--- src/rtl/paddle_bank_pkg.sv ---
// rtl/paddle_bank_pkg.sv - shared game constants and paddle command encoding
package paddle_bank_pkg;

  localparam int POSITION_WIDTH = 10;
  localparam int FIELD_POS_MIN  = 0;
  localparam int FIELD_POS_MAX  = 479;

  // Encoded as {move_backward, move_forward}
  typedef enum logic [1:0] {
    CMD_NONE = 2'b00,
    CMD_FWD  = 2'b01,
    CMD_BWD  = 2'b10,
    CMD_BOTH = 2'b11
  } move_cmd_e;

endpackage

--- src/rtl/frame_tick.sv ---
// rtl/frame_tick.sv - one-cycle tick on the rising edge of vertical_sync
module frame_tick (
  input  logic pixel_clock,
  input  logic reset_n,
  input  logic vertical_sync,
  output logic tick
);

  logic vsync_prev;

  // Resetting to 1 suppresses a tick when vsync is already high at reset release
  always_ff @(posedge pixel_clock or negedge reset_n) begin
    if (!reset_n) vsync_prev <= 1'b1;
    else          vsync_prev <= vertical_sync;
  end

  assign tick = vertical_sync & ~vsync_prev;

endmodule

--- src/rtl/paddle_bank.sv ---
// rtl/paddle_bank.sv - bank of independent accelerating paddles with field clamping
module paddle_bank
  import paddle_bank_pkg::*;
#(
  parameter int N_PADDLES     = 2,
  parameter int POS_WIDTH     = POSITION_WIDTH,
  parameter int PADDLE_LENGTH = 200,
  parameter int SPEED_MAX     = 10,
  parameter int ACCEL         = 2,
  parameter int POS_MIN       = FIELD_POS_MIN,
  parameter int POS_MAX       = FIELD_POS_MAX,
  parameter int START_POS     = 110
) (
  input  logic                           pixel_clock,
  input  logic                           reset_n,
  input  logic                           vertical_sync,
  input  logic                           enable,
  input  logic [N_PADDLES-1:0]           move_forward,
  input  logic [N_PADDLES-1:0]           move_backward,
  output logic [N_PADDLES*POS_WIDTH-1:0] paddle_pos,
  output logic [N_PADDLES-1:0]           at_min,
  output logic [N_PADDLES-1:0]           at_max,
  output logic [N_PADDLES-1:0]           bump
);

  localparam int VW = $clog2(SPEED_MAX + 1) + 1;
  localparam int SW = POS_WIDTH + 2;

  localparam logic signed [SW-1:0] LIM_LO = SW'(POS_MIN);
  localparam logic signed [SW-1:0] LIM_HI = SW'(POS_MAX - PADDLE_LENGTH);
  localparam logic signed [VW:0]   V_MAX  = (VW+1)'(SPEED_MAX);
  localparam logic signed [VW:0]   V_ACC  = (VW+1)'(ACCEL);

  if (ACCEL < 1 || ACCEL > SPEED_MAX || POS_MIN + PADDLE_LENGTH > POS_MAX) begin : g_bad_params
    $error("paddle_bank: illegal ACCEL/SPEED_MAX/field parameters");
  end

  logic tick;

  frame_tick u_frame_tick (
    .pixel_clock   (pixel_clock),
    .reset_n       (reset_n),
    .vertical_sync (vertical_sync),
    .tick          (tick)
  );

  for (genvar i = 0; i < N_PADDLES; i++) begin : g_ch
    logic        [POS_WIDTH-1:0] pos_q, pos_d;
    logic signed [VW-1:0]        vel_q, vel_d;
    logic signed [VW:0]          v_ext, v_sum;
    logic signed [SW-1:0]        pos_sum;
    logic                        bump_q, clamp, v_neg, v_pos;
    move_cmd_e                   cmd;

    always_comb begin
      cmd   = move_cmd_e'({move_backward[i], move_forward[i]});
      v_ext = {vel_q[VW-1], vel_q};
      v_sum = '0;
      case (cmd)
        CMD_FWD: v_sum = (v_ext + V_ACC > V_MAX)  ? V_MAX  : v_ext + V_ACC;
        CMD_BWD: v_sum = (v_ext - V_ACC < -V_MAX) ? -V_MAX : v_ext - V_ACC;
        default: begin
          // Decay toward zero without crossing it
          if (v_ext > V_ACC)       v_sum = v_ext - V_ACC;
          else if (v_ext < -V_ACC) v_sum = v_ext + V_ACC;
          else                     v_sum = '0;
        end
      endcase

      v_neg   = v_sum[VW];
      v_pos   = !v_sum[VW] && (v_sum != '0);
      pos_sum = $signed({2'b00, pos_q}) + $signed({{(SW-VW-1){v_sum[VW]}}, v_sum});
      vel_d   = v_sum[VW-1:0];
      pos_d   = pos_sum[POS_WIDTH-1:0];
      clamp   = 1'b0;
      // Arriving at or beyond a limit while moving into it counts as a clamp
      if (v_neg && pos_sum <= LIM_LO) begin
        clamp = 1'b1;
        pos_d = LIM_LO[POS_WIDTH-1:0];
        vel_d = '0;
      end else if (v_pos && pos_sum >= LIM_HI) begin
        clamp = 1'b1;
        pos_d = LIM_HI[POS_WIDTH-1:0];
        vel_d = '0;
      end
    end

    always_ff @(posedge pixel_clock or negedge reset_n) begin
      if (!reset_n) begin
        pos_q  <= POS_WIDTH'(START_POS);
        vel_q  <= '0;
        bump_q <= 1'b0;
      end else if (tick && enable) begin
        pos_q  <= pos_d;
        vel_q  <= vel_d;
        bump_q <= clamp;
      end else begin
        bump_q <= 1'b0;
      end
    end

    assign paddle_pos[i*POS_WIDTH +: POS_WIDTH] = pos_q;
    assign at_min[i] = (pos_q == LIM_LO[POS_WIDTH-1:0]);
    assign at_max[i] = (pos_q == LIM_HI[POS_WIDTH-1:0]);
    assign bump[i]   = bump_q;
  end

endmodule

--- config.mk ---
export PLATFORM = sky130hd
export DESIGN_NAME = paddle_bank
export DESIGN_NICKNAME = d
export VERILOG_FILES = /design/src/rtl/paddle_bank_pkg.sv /design/src/rtl/frame_tick.sv /design/src/rtl/paddle_bank.sv
export SDC_FILE = /design/constraint.sdc
export NUM_CORES = 1
export LEC_CHECK = 0
export CAP_MARGIN = 20
export CORE_MARGIN = 3
export CORE_UTILIZATION = 50
export CTS_BUF_LIST = sky130_fd_sc_hd__clkbuf_8
export DETAILED_ROUTE_END_ITERATION = 8
export PLACE_DENSITY = 0.76
export SETUP_SLACK_MARGIN = 0.02
export SLEW_MARGIN = 20
export SYNTH_ARGS = -nofsm -noshare
export SYNTH_HDL_FRONTEND = slang
export SYNTH_SLANG_ARGS = --single-unit
--- constraint.sdc ---
create_clock -name pixel_clock -period 12.4 [get_ports pixel_clock]
set_input_delay 2.48 -clock pixel_clock [delete_from_list [all_inputs] [get_ports pixel_clock]]
set_output_delay 2.48 -clock pixel_clock [all_outputs]
set_load 0.005 [all_outputs]
Yosys cells after proc, flatten, opt, wreduce, memory -nomap -nowiden
Cells that the tools add are included.
- logic and storage cells: 70
- output and inout bits: 26
- memories: 0
- latch bits: 0
- memory bits (read-only): 0
- bits in registers: 33
- RAM bits: 0
- input bits: 8
- reductions and logical operators: 13
- equal/unequal tests: 6
- multiplexer cells: 24
- bitwise operators: 2
- multipliers: 0
- $add $sub $neg: 6
- div/mod/pow operators: 0
- shift-type cells: 0
- magnitude comparators: 12
- operators with widths (operator ; count):
    2-to-1 mux 6 bit ; 8
    2-to-1 mux 10 bit ; 4
    adder 11 x 6 -> 12 bit ; 2
    greater-or-equal comparator 12 x 10 -> 1 bit (second input constant) ; 2
    less-or-equal comparator 12 x 1 -> 1 bit (second input constant) ; 2
    one-hot mux 6 bit (2 select lines) ; 2
    == test 10 x 9 -> 1 bit (second input constant) ; 2
    logical NOT 10 bit ; 2
    2-to-1 mux 5 bit ; 4
    adder 5 x 3 -> 6 bit (second input constant) ; 2
    greater-than comparator 6 x 5 -> 1 bit (second input constant) ; 2
    < comparator 6 x 5 -> 1 bit (second input constant) ; 2
    nonzero test 6 bit ; 2
    subtractor 5 x 3 -> 6 bit (second input constant) ; 2
    greater-than comparator 5 x 3 -> 1 bit (second input constant) ; 2
    < comparator 5 x 2 -> 1 bit (second input constant) ; 2
    logical AND 1 bit ; 7
    2-to-1 mux 1 bit ; 6
    == test 2 x 1 -> 1 bit (second input constant) ; 2
    == test 2 bit (second input constant) ; 2
    logical NOT 1 bit ; 2
    AND 1 bit ; 1
    NOT 1 bit ; 1

Longest topological paths before layout
Gate-level depths: netlist of run 1.
- word-level depth: 10
- depth in mapped cells: 23
- mapped depth without buffers: 21

By module
From an unflattened synthesis of run 1, not the netlist that was laid out.
- cells, all modules: 425
- area, all modules: 3554.7 µm²
- by module, submodules not included (module ; times used ; sequential area each (µm²) ; cells an instance ; area an instance (µm²)):
    paddle_bank ; 1 ; 813.3 ; 423 ; 3514.6
    frame_tick ; 1 ; 26.3 ; 2 ; 40.0

Worst setup path after synthesis of run 1
No wires, ideal clock.
- path kind: input -> register
- from: input port move_forward[0]
- to: register g_ch[0].vel_q[0]
- library setup time: 0.122 ns
- slack: 6.220 ns
- stages on the path: 17
- data required time: 12.278 ns
- buffers on the path: 2
- arrival time: 6.059 ns
- path through: inv_1 ha_1 clkbuf_1 nand4_1 o2111ai_1 o31ai_1 ha_1 fa_1 a211oi_1 nor2_1 xor2_1 or4_1 a2111oi_2 o211ai_1 nor2b_1 buf_6 a32o_1
- word-level cells in the longest chain between the ends: 7
- elaborated cells on any way between the ends: 13
- classes of those cells: add/sub: 1; order compare: 2; eq/ne: 2; mux: 3; reduce/logical: 5
- RTL lines (element ; line ; RTL):
    start, declared ; paddle_bank.sv:18 ; input logic [N_PADDLES-1:0] move_forward,
    == test 2 bit / == test 2 x 1 -> 1 bit (equally long branches) ; paddle_bank.sv:59 ; case (cmd)
    one-hot mux 6 bit (2 select lines) * ; paddle_bank.sv:59 ;
    adder 11 x 6 -> 12 bit (tied with other cells) ; paddle_bank.sv:72 ; pos_sum = $signed({2'b00, pos_q}) + $signed({{(SW-VW-1){v_sum[VW]}}, v_sum});
    greater-or-equal comparator 12 x 10 -> 1 bit / logical AND 1 bit (equally long branches) ; paddle_bank.sv:81, paddle_bank.sv:71 ;
    logical AND 1 bit ; paddle_bank.sv:81 ; end else if (v_pos && pos_sum >= LIM_HI) begin
    2-to-1 mux 5 bit ; paddle_bank.sv:81 ;
    2-to-1 mux 5 bit * ; paddle_bank.sv:77 ; if (v_neg && pos_sum <= LIM_LO) begin
    end signal, assigned ; paddle_bank.sv:95 ; vel_q <= vel_d;
    end, declared ; paddle_bank.sv:49 ; logic signed [VW-1:0] vel_q, vel_d;
Every way passes the cells marked *; elsewhere a longest branch is shown, timed or not.
A chain may end at the register's enable or synchronous reset.

Worst setup path after layout of run 1
Ends and elaborated chain as after synthesis.

==> summary.md, run 1 <==
| Metric | Value |
|---|---|
| Gate Count Post-Synth | `424` |
| Number of DRC violations after detailed-routing iteration 0 | `236` |
| Number of enable flip-flop cells after synthesis | `0` |
| Longest Clk Path Bufs | `2` |
| Pre-CTS setup slack | `5.18 ns` |
| Total number of vias | `3,361` |
| HPWL Detailed | `6420 um` |
| Crit Path Class | `input port to flip-flop` |
| Number of max-slew violations in the final report | `0` |
| Worst skew pair latency | `0.28 ns` |
| Leading cell type in the layout, fill and taps excluded | `nand2_1` |
| Most instantiated flip-flop cell in the synthesis netlist | `dfrtp_1` |
| Power per unit of standard cell area | `288 nW/um2` |
| WL/cell | `16.3 um` |
| Power spent charging and discharging nets | `568 uW` |
| Finished Core Util | `59.5%` |
| Number of buffers inserted by post-CTS setup repair | `0` |
| Worst-case hold path end point | `g_ch[1].pos_q[2]` |
| Vias per std cell | `6.43` |
| Fmax | `0.143 GHz` |
| Worst Hold Slack | `0.522 ns` |
| Sequential cell area fraction in the yosys report | `24.3%` |
| Number of instances resized during post-cts repair | `0` |
| # port buffers | `33` |
| Worst endpoint required time | `12.57 ns` |
| DR pass1 iterations | `4` |
| Global route overflow | `0` |
| Startpoint of the lowest-slack hold path | `g_ch[1].pos_q[2]` |
| Worst slew margin relative to its limit | `37.8%` |
| Starting density of the core | `53.0%` |
| Chip Width | `89.2 um` |
| Warnings, synthesis | `0` |
| CORE AREA | `6530 um2` |
| Number of antenna diodes | `0` |
| Commonest cells after routing, fill and taps aside | `nand2_1, ha_1, clkdlybuf4s50_1` |
| Synth async-reset ratio | `100%` |
| Final wirelength | `8540 um` |
| Number of stages on the worst hold path | `2` |
| Period utilization | `56.5%` |
| Clock sink count | `33` |
| Crit path cell chain | `clkdlybuf4s50_1 -> inv_1 -> ha_1 -> or2_2 -> a2bb2oi_1 -> and3_1 -> o31a_1 -> ha_1 -> a211oi_1 -> o21bai_1 -> o2111ai_1 -> nand2_1 -> a211o_1 -> a41oi_1 -> o21ai_1 -> a32o_1` |
| Master cell of the clock root buffer | `clkbuf_8` |
| Worst Tran Pin Value | `0.926 ns` |
| Share of post-route cells with drive strength above 1 | `6.73%` |
| Power share of the sequential group | `20.0%` |
| Placement Rows | `29` |
| Number of antenna violations at the first check in global routing | `0` |
| Portion of total power attributed to combinational logic | `72.9%` |
| Kind of end point of the critical path | `flip-flop` |
| Total Power Consumption | `1.12 mW` |
| Placer congestion estimate | `0.959` |
| Data arrival time of the critical path | `7.17 ns` |
| Fin worst setup slack | `5.39 ns` |
| Layout overhead on the synthesized area | `12.3%` |
| IO Count | `34` |
| Clock Skew | `0.00322 ns` |
| Final instance area | `3880 um2` |
| Clock-pin slew on the worst setup and hold paths | `0.06 ns` |
| Count of unique library cells instantiated by Yosys | `75` |
| TritonCTS clock tree | `done` |
| Hold buffers post-CTS | `0` |
| Placed insts | `516` |
| Net count after synthesis | `467` |
| Crit path largest cell delay | `0.48 ns` |
| Layout fillers | `600` |
| Post-synth design cell area | `3460 um2` |
| Count of H-tree levels built during CTS | `2` |
| Path depth of the worst reg2reg path | `19` |
| Die boundary height | `89.2 um` |
| Total Nets Final | `489` |
| TNS Setup | `0 ns` |
| Unrepaired setup endpoints after global routing | `false` |
| Slowest-stage cell, CP | `clkdlybuf4s50_1` |
| Number of global-route vias before repair | `2,992` |
| First-pass GRT wire length | `14,400 um` |
| Mean cell area of the mapped netlist | `8.16 um2` |
| Post-detailed-route DRC marker count | `0` |
| Number of failing setup endpoints in the final timing report | `0` |
| Antenna viol nets, final | `0` |
| Leakage power summed over all cells | `1.69 nW` |
| RR Startpoint | `g_ch[0].vel_q[1]` |
| Type of the worst min-delay path | `flip-flop to flip-flop` |
| Cell seen most often among critical-path stages | `ha_1` |
| Largest net degree at the start of global routing | `48` |
| Die Footprint | `7950 um2` |
| Largest fanout on the critical path | `15` |
| Fraction of power consumed by the clock network | `7.1%` |
| MaxCap Viol Count | `0` |
| Non-filler instance count after layout | `523` |
| Outcome | `completed` |
| TritonCTS Buffers | `5` |
| Global Route Usage Sum | `22.2%` |
| Largest vdd supply drop | `0.000221 V` |
| Endpoints failing hold | `0` |
| Int Power | `551 uW` |
| Destination of the worst register-to-register timing path | `g_ch[0].vel_q[0]` |
| CP startpoint kind | `input port` |
| Placed instance area | `3800 um2` |
| Final period demand of the worst path | `7.01 ns` |
| Setup slack on the worst flop-to-flop path | `6.64 ns` |
| Sw Share | `50.8%` |
| Register bit count reported by yosys | `33` |
## cells in the mapped netlist, types with 10 or more instances
cell type  instances  share of area [%]
nor2_1            31                3.4
ha_1              33                 12
inv_1             25                2.7
a21oi_1           29                4.2
o21ai_0           27                3.9
a22o_1            14                3.5
clkbuf_1          12                1.3
nand2_1           37                4.0
dfstp_2           11                8.4
nor3_1            10                1.4
dfrtp_1           22                 16
## cell families (layout without fill, tap and decap cells)
group | after synthesis | in the layout | synth area share, %
flip-flops | 33 | 33 | 24.3
adder cells (fa/ha/maj) | 36 | 36 | 13.4
XOR/XNOR | 15 | 15 | 3.80
AO/OA/AOI/OAI | 155 | 155 | 32.1
buffers and inverters | 44 | 66 | 5.50
AND/OR/NAND/NOR | 141 | 141 | 20.9
## worst max-delay path by stage
| stage | from | endpoint | slack, ns |
|---|---|---|---|
| 2_1_floorplan | move_forward[0] | g_ch[0].vel_q[0] | 6.22 |
| 3_3_place_gp | move_forward[0] | g_ch[0].vel_q[0] | 5.23 |
| 3_5_place_dp | move_forward[0] | g_ch[0].vel_q[0] | 5.18 |
| 4_1_cts | move_forward[0] | g_ch[0].vel_q[0] | 5.45 |
| 5_1_grt | move_forward[0] | g_ch[0].vel_q[0] | 5.05 |
| 6_report | move_forward[0] | g_ch[0].vel_q[0] | 5.39 |
## cell type report
class / instances / area [um2] / area share [%]
Clock inverter: 1 / 3.75 / 0.0966
Multi-Input combinational cell: 347 / 2430 / 62.6
Timing Repair Buffer: 34 / 338 / 8.70
Tap cell: 77 / 96.3 / 2.48
Inverter: 25 / 93.8 / 2.42
Sequential cell: 33 / 840 / 21.6
Clock buffer: 6 / 82.6 / 2.13
## flip-flops by register name, summed over array words and instances, names as in the netlist
name and count:
g_ch.pos_q 20, g_ch.vel_q 10, g_ch.bump_q 2, u_frame_tick.vsync_prev 1
## power by group through the flow
stage | Sequential (mW) | Clock, mW | Combinational (mW)
after floorplan | 0.191 | 0 | 0.627
after global placement | 0.223 | 0 | 0.779
after detailed placement | 0.225 | 0 | 0.799
after CTS | 0.223 | 0.0806 | 0.805
after global routing | 0.232 | 0.0870 | 0.911
final | 0.224 | 0.0796 | 0.816
## per-layer routing
layer / track usage, % / wire length [um]
met5: 0 / 0
met4: 4.60 / 59
met3: 3.50 / 481
met2: 34.6 / 4000
met1: 32.6 / 4000
## critical path: cells and delay by family
family | cells | cell delay [ns]
fa+ha+maj | 2 | 0.77
buf+inv | 2 | 0.53
compound gates | 9 | 2.66
simple gates | 3 | 0.72
(Power assumes the default switching activity.)
==> inputs of run 2 (changes only) <==
==> constraint.sdc (replaced) <==
create_clock -name pixel_clock -period 6.84 [get_ports pixel_clock]
set_input_delay 1.368 -clock pixel_clock [delete_from_list [all_inputs] [get_ports pixel_clock]]
set_output_delay 1.368 -clock pixel_clock [all_outputs]
set_load 0.005 [all_outputs]
==> summary.md, run 2 (synthesis results as in run 1) <==
| Metric | Value |
|---|---|
| CORE AREA | `6530 um2 (unchanged)` |
| Leading cell type in the layout, fill and taps excluded | `nand2_1 (unchanged)` |
| HPWL Detailed | `6430 um (was 6420 um)` |
| Placed instance area | `3800 um2 (about the same)` |
| Number of max-slew violations in the final report | `0 (unchanged)` |
| TritonCTS Buffers | `5 (unchanged)` |
| Worst slew margin relative to its limit | `45.8% (was 37.8%)` |
| Leading registers by flop count | `g_ch.pos_q: 20 flops, g_ch.vel_q: 10 flops, g_ch.bump_q: 2 flops (unchanged)` |
| Total number of vias | `3,384 (was 3,361)` |
| Master cell of the clock root buffer | `clkbuf_8 (unchanged)` |
| Data arrival time of the critical path | `5.92 ns (was 7.17 ns)` |
| Post-detailed-route DRC marker count | `0 (unchanged)` |
| Vias per std cell | `6.45 (was 6.43)` |
| Unrepaired setup endpoints after global routing | `false (unchanged)` |
| Fin worst setup slack | `1.15 ns (was 5.39 ns)` |
| WL/cell | `16.2 um (was 16.3 um)` |
| DR pass1 iterations | `5 (was 4)` |
| Die boundary height | `89.2 um (unchanged)` |
| Register name with the most flops | `g_ch.pos_q (unchanged)` |
| Number of flip-flops in the largest register | `20 (unchanged)` |
| Placer congestion estimate | `0.958 (was 0.959)` |
| Die Footprint | `7950 um2 (unchanged)` |
| Number of antenna diodes | `0 (unchanged)` |
| Worst Tran Pin Value | `0.814 ns (was 0.926 ns)` |
| Total Nets Final | `490 (was 489)` |
| Period utilization | `83.2%` |
| Antenna viol nets, final | `0 (unchanged)` |
| Global route overflow | `0 (unchanged)` |
| TritonCTS clock tree | `done (unchanged)` |
| Number of instances resized during post-cts repair | `0 (unchanged)` |
| Pre-CTS setup slack | `0.937 ns (was 5.18 ns)` |
| Kind of end point of the critical path | `flip-flop (unchanged)` |
| Type of the worst min-delay path | `flip-flop to flip-flop (unchanged)` |
| Fmax | `0.176 GHz` |
| Largest net degree at the start of global routing | `48 (unchanged)` |
| Chip Width | `89.2 um (unchanged)` |
| Layout overhead on the synthesized area | `13.3% (was 12.3%)` |
| Final wirelength | `8520 um (was 8540 um)` |
| Outcome | `completed (unchanged)` |
| Worst endpoint required time | `7.07 ns (was 12.57 ns)` |
| TNS Setup | `0 ns (unchanged)` |
| Count of H-tree levels built during CTS | `2 (unchanged)` |
| Final period demand of the worst path | `5.69 ns` |
| Clock-pin slew on the worst setup and hold paths | `0.07 ns (was 0.06 ns)` |
| Number of failing setup endpoints in the final timing report | `0 (unchanged)` |
| Longest Clk Path Bufs | `2 (unchanged)` |
| Largest vdd supply drop | `0.000319 V (was 0.000221 V)` |
| Global Route Usage Sum | `22.1% (was 22.2%)` |
| Total Power Consumption | `2.08 mW (was 1.12 mW)` |
| Endpoints failing hold | `0 (unchanged)` |
| IO Count | `34 (unchanged)` |
| Largest fanout on the critical path | `15 (unchanged)` |
| Starting density of the core | `53.0% (unchanged)` |
| Hold buffers post-CTS | `0 (unchanged)` |
| Number of antenna violations at the first check in global routing | `0 (unchanged)` |
| Number of DRC violations after detailed-routing iteration 0 | `226 (was 236)` |
| First-pass GRT wire length | `14,200 um (was 14,400 um)` |
| MaxCap Viol Count | `0 (unchanged)` |
| Final instance area | `3920 um2 (was 3880 um2)` |
| Share of post-route cells with drive strength above 1 | `7.14% (was 6.73%)` |
| Number of buffers inserted by post-CTS setup repair | `0 (unchanged)` |
| Power per unit of standard cell area | `531 nW/um2 (was 288 nW/um2)` |
| Clock Skew | `0.00707 ns (was 0.00322 ns)` |
| Leakage power summed over all cells | `1.71 nW (was 1.69 nW)` |
| Finished Core Util | `60.0% (was 59.5%)` |
| Placement Rows | `29 (unchanged)` |
| CP startpoint kind | `input port (unchanged)` |
| Clock sink count | `33 (unchanged)` |
| # port buffers | `33 (unchanged)` |
| Commonest cells after routing, fill and taps aside | `nand2_1, ha_1, clkdlybuf4s50_1 (unchanged)` |
| Crit Path Class | `input port to flip-flop (unchanged)` |
| Number of global-route vias before repair | `3,018 (was 2,992)` |
| Worst skew pair latency | `0.29 ns (was 0.28 ns)` |
## run 2: cell count changes in the layout (fill, tap and decap cells not counted)
cell | previous run | this run
bufinv_16 | 0 | 1
buf_4 | 1 | 2
## run 2: final timing paths
kind                                       start               end  slack [ns]  depth (start not counted)
worst max-delay path             move_forward[0]  g_ch[0].vel_q[1]        1.15                         16
worst min-delay path            g_ch[1].pos_q[2]  g_ch[1].pos_q[2]        0.52                          2
worst max register to register  g_ch[0].vel_q[1]  g_ch[0].vel_q[1]        1.24                         20
worst min register to register  g_ch[1].pos_q[2]  g_ch[1].pos_q[2]        0.52                          2
max in group asynchronous                reset_n  g_ch[0].pos_q[3]        5.05                          2
min in group asynchronous                reset_n  g_ch[0].pos_q[9]        1.47                          2
## run 2: metal layers
layer	track usage [%]	vias to the layer above	part of all wire, %
li1	-	1647	-
met5	0	-	0
met3	4.70	9	6.0
met2	34.4	119	46
met4	4.60	0	1.0
met1	31.8	1609	46
## run 2: worst max-delay path, cell delays in order
cell,delay [ns]
clkdlybuf4s50_1,0.49
inv_1,0.05
ha_1,0.47
or2_2,0.37
a2bb2oi_1,0.14
and3_1,0.20
o31a_1,0.15
ha_1,0.31
a211oi_1,0.30
o21bai_1,0.17
o2111ai_1,0.38
nand2_1,0.17
a221o_1,0.37
o211ai_1,0.19
nor2b_1,0.53
a32o_1,0.26
## run 2: per-stage QoR
step / instances / hold slack, ns
6_report: 525 / 0.523
5_1_grt: 525 / 0.547
4_1_cts: 525 / 0.522
3_5_place_dp: 517 / 0.511
3_3_place_gp: 517 / 0.502
2_1_floorplan: 424 / 0.488
## run 2: cell type report
cell class,instances,area [um2]
Clock buffer,6,82.6
Inverter,25,93.8
Multi-Input combinational cell,347,2430
Sequential cell,33,840
Fill cell,562,2610
Clock inverter,2,33.8
Tap cell,77,96.3
Timing Repair Buffer,35,345
## run 2: power breakdown
group	internal (mW)	switching [mW]
registers	0.277	0.130
logic	0.656	0.832
clock network	0.117	0.0708
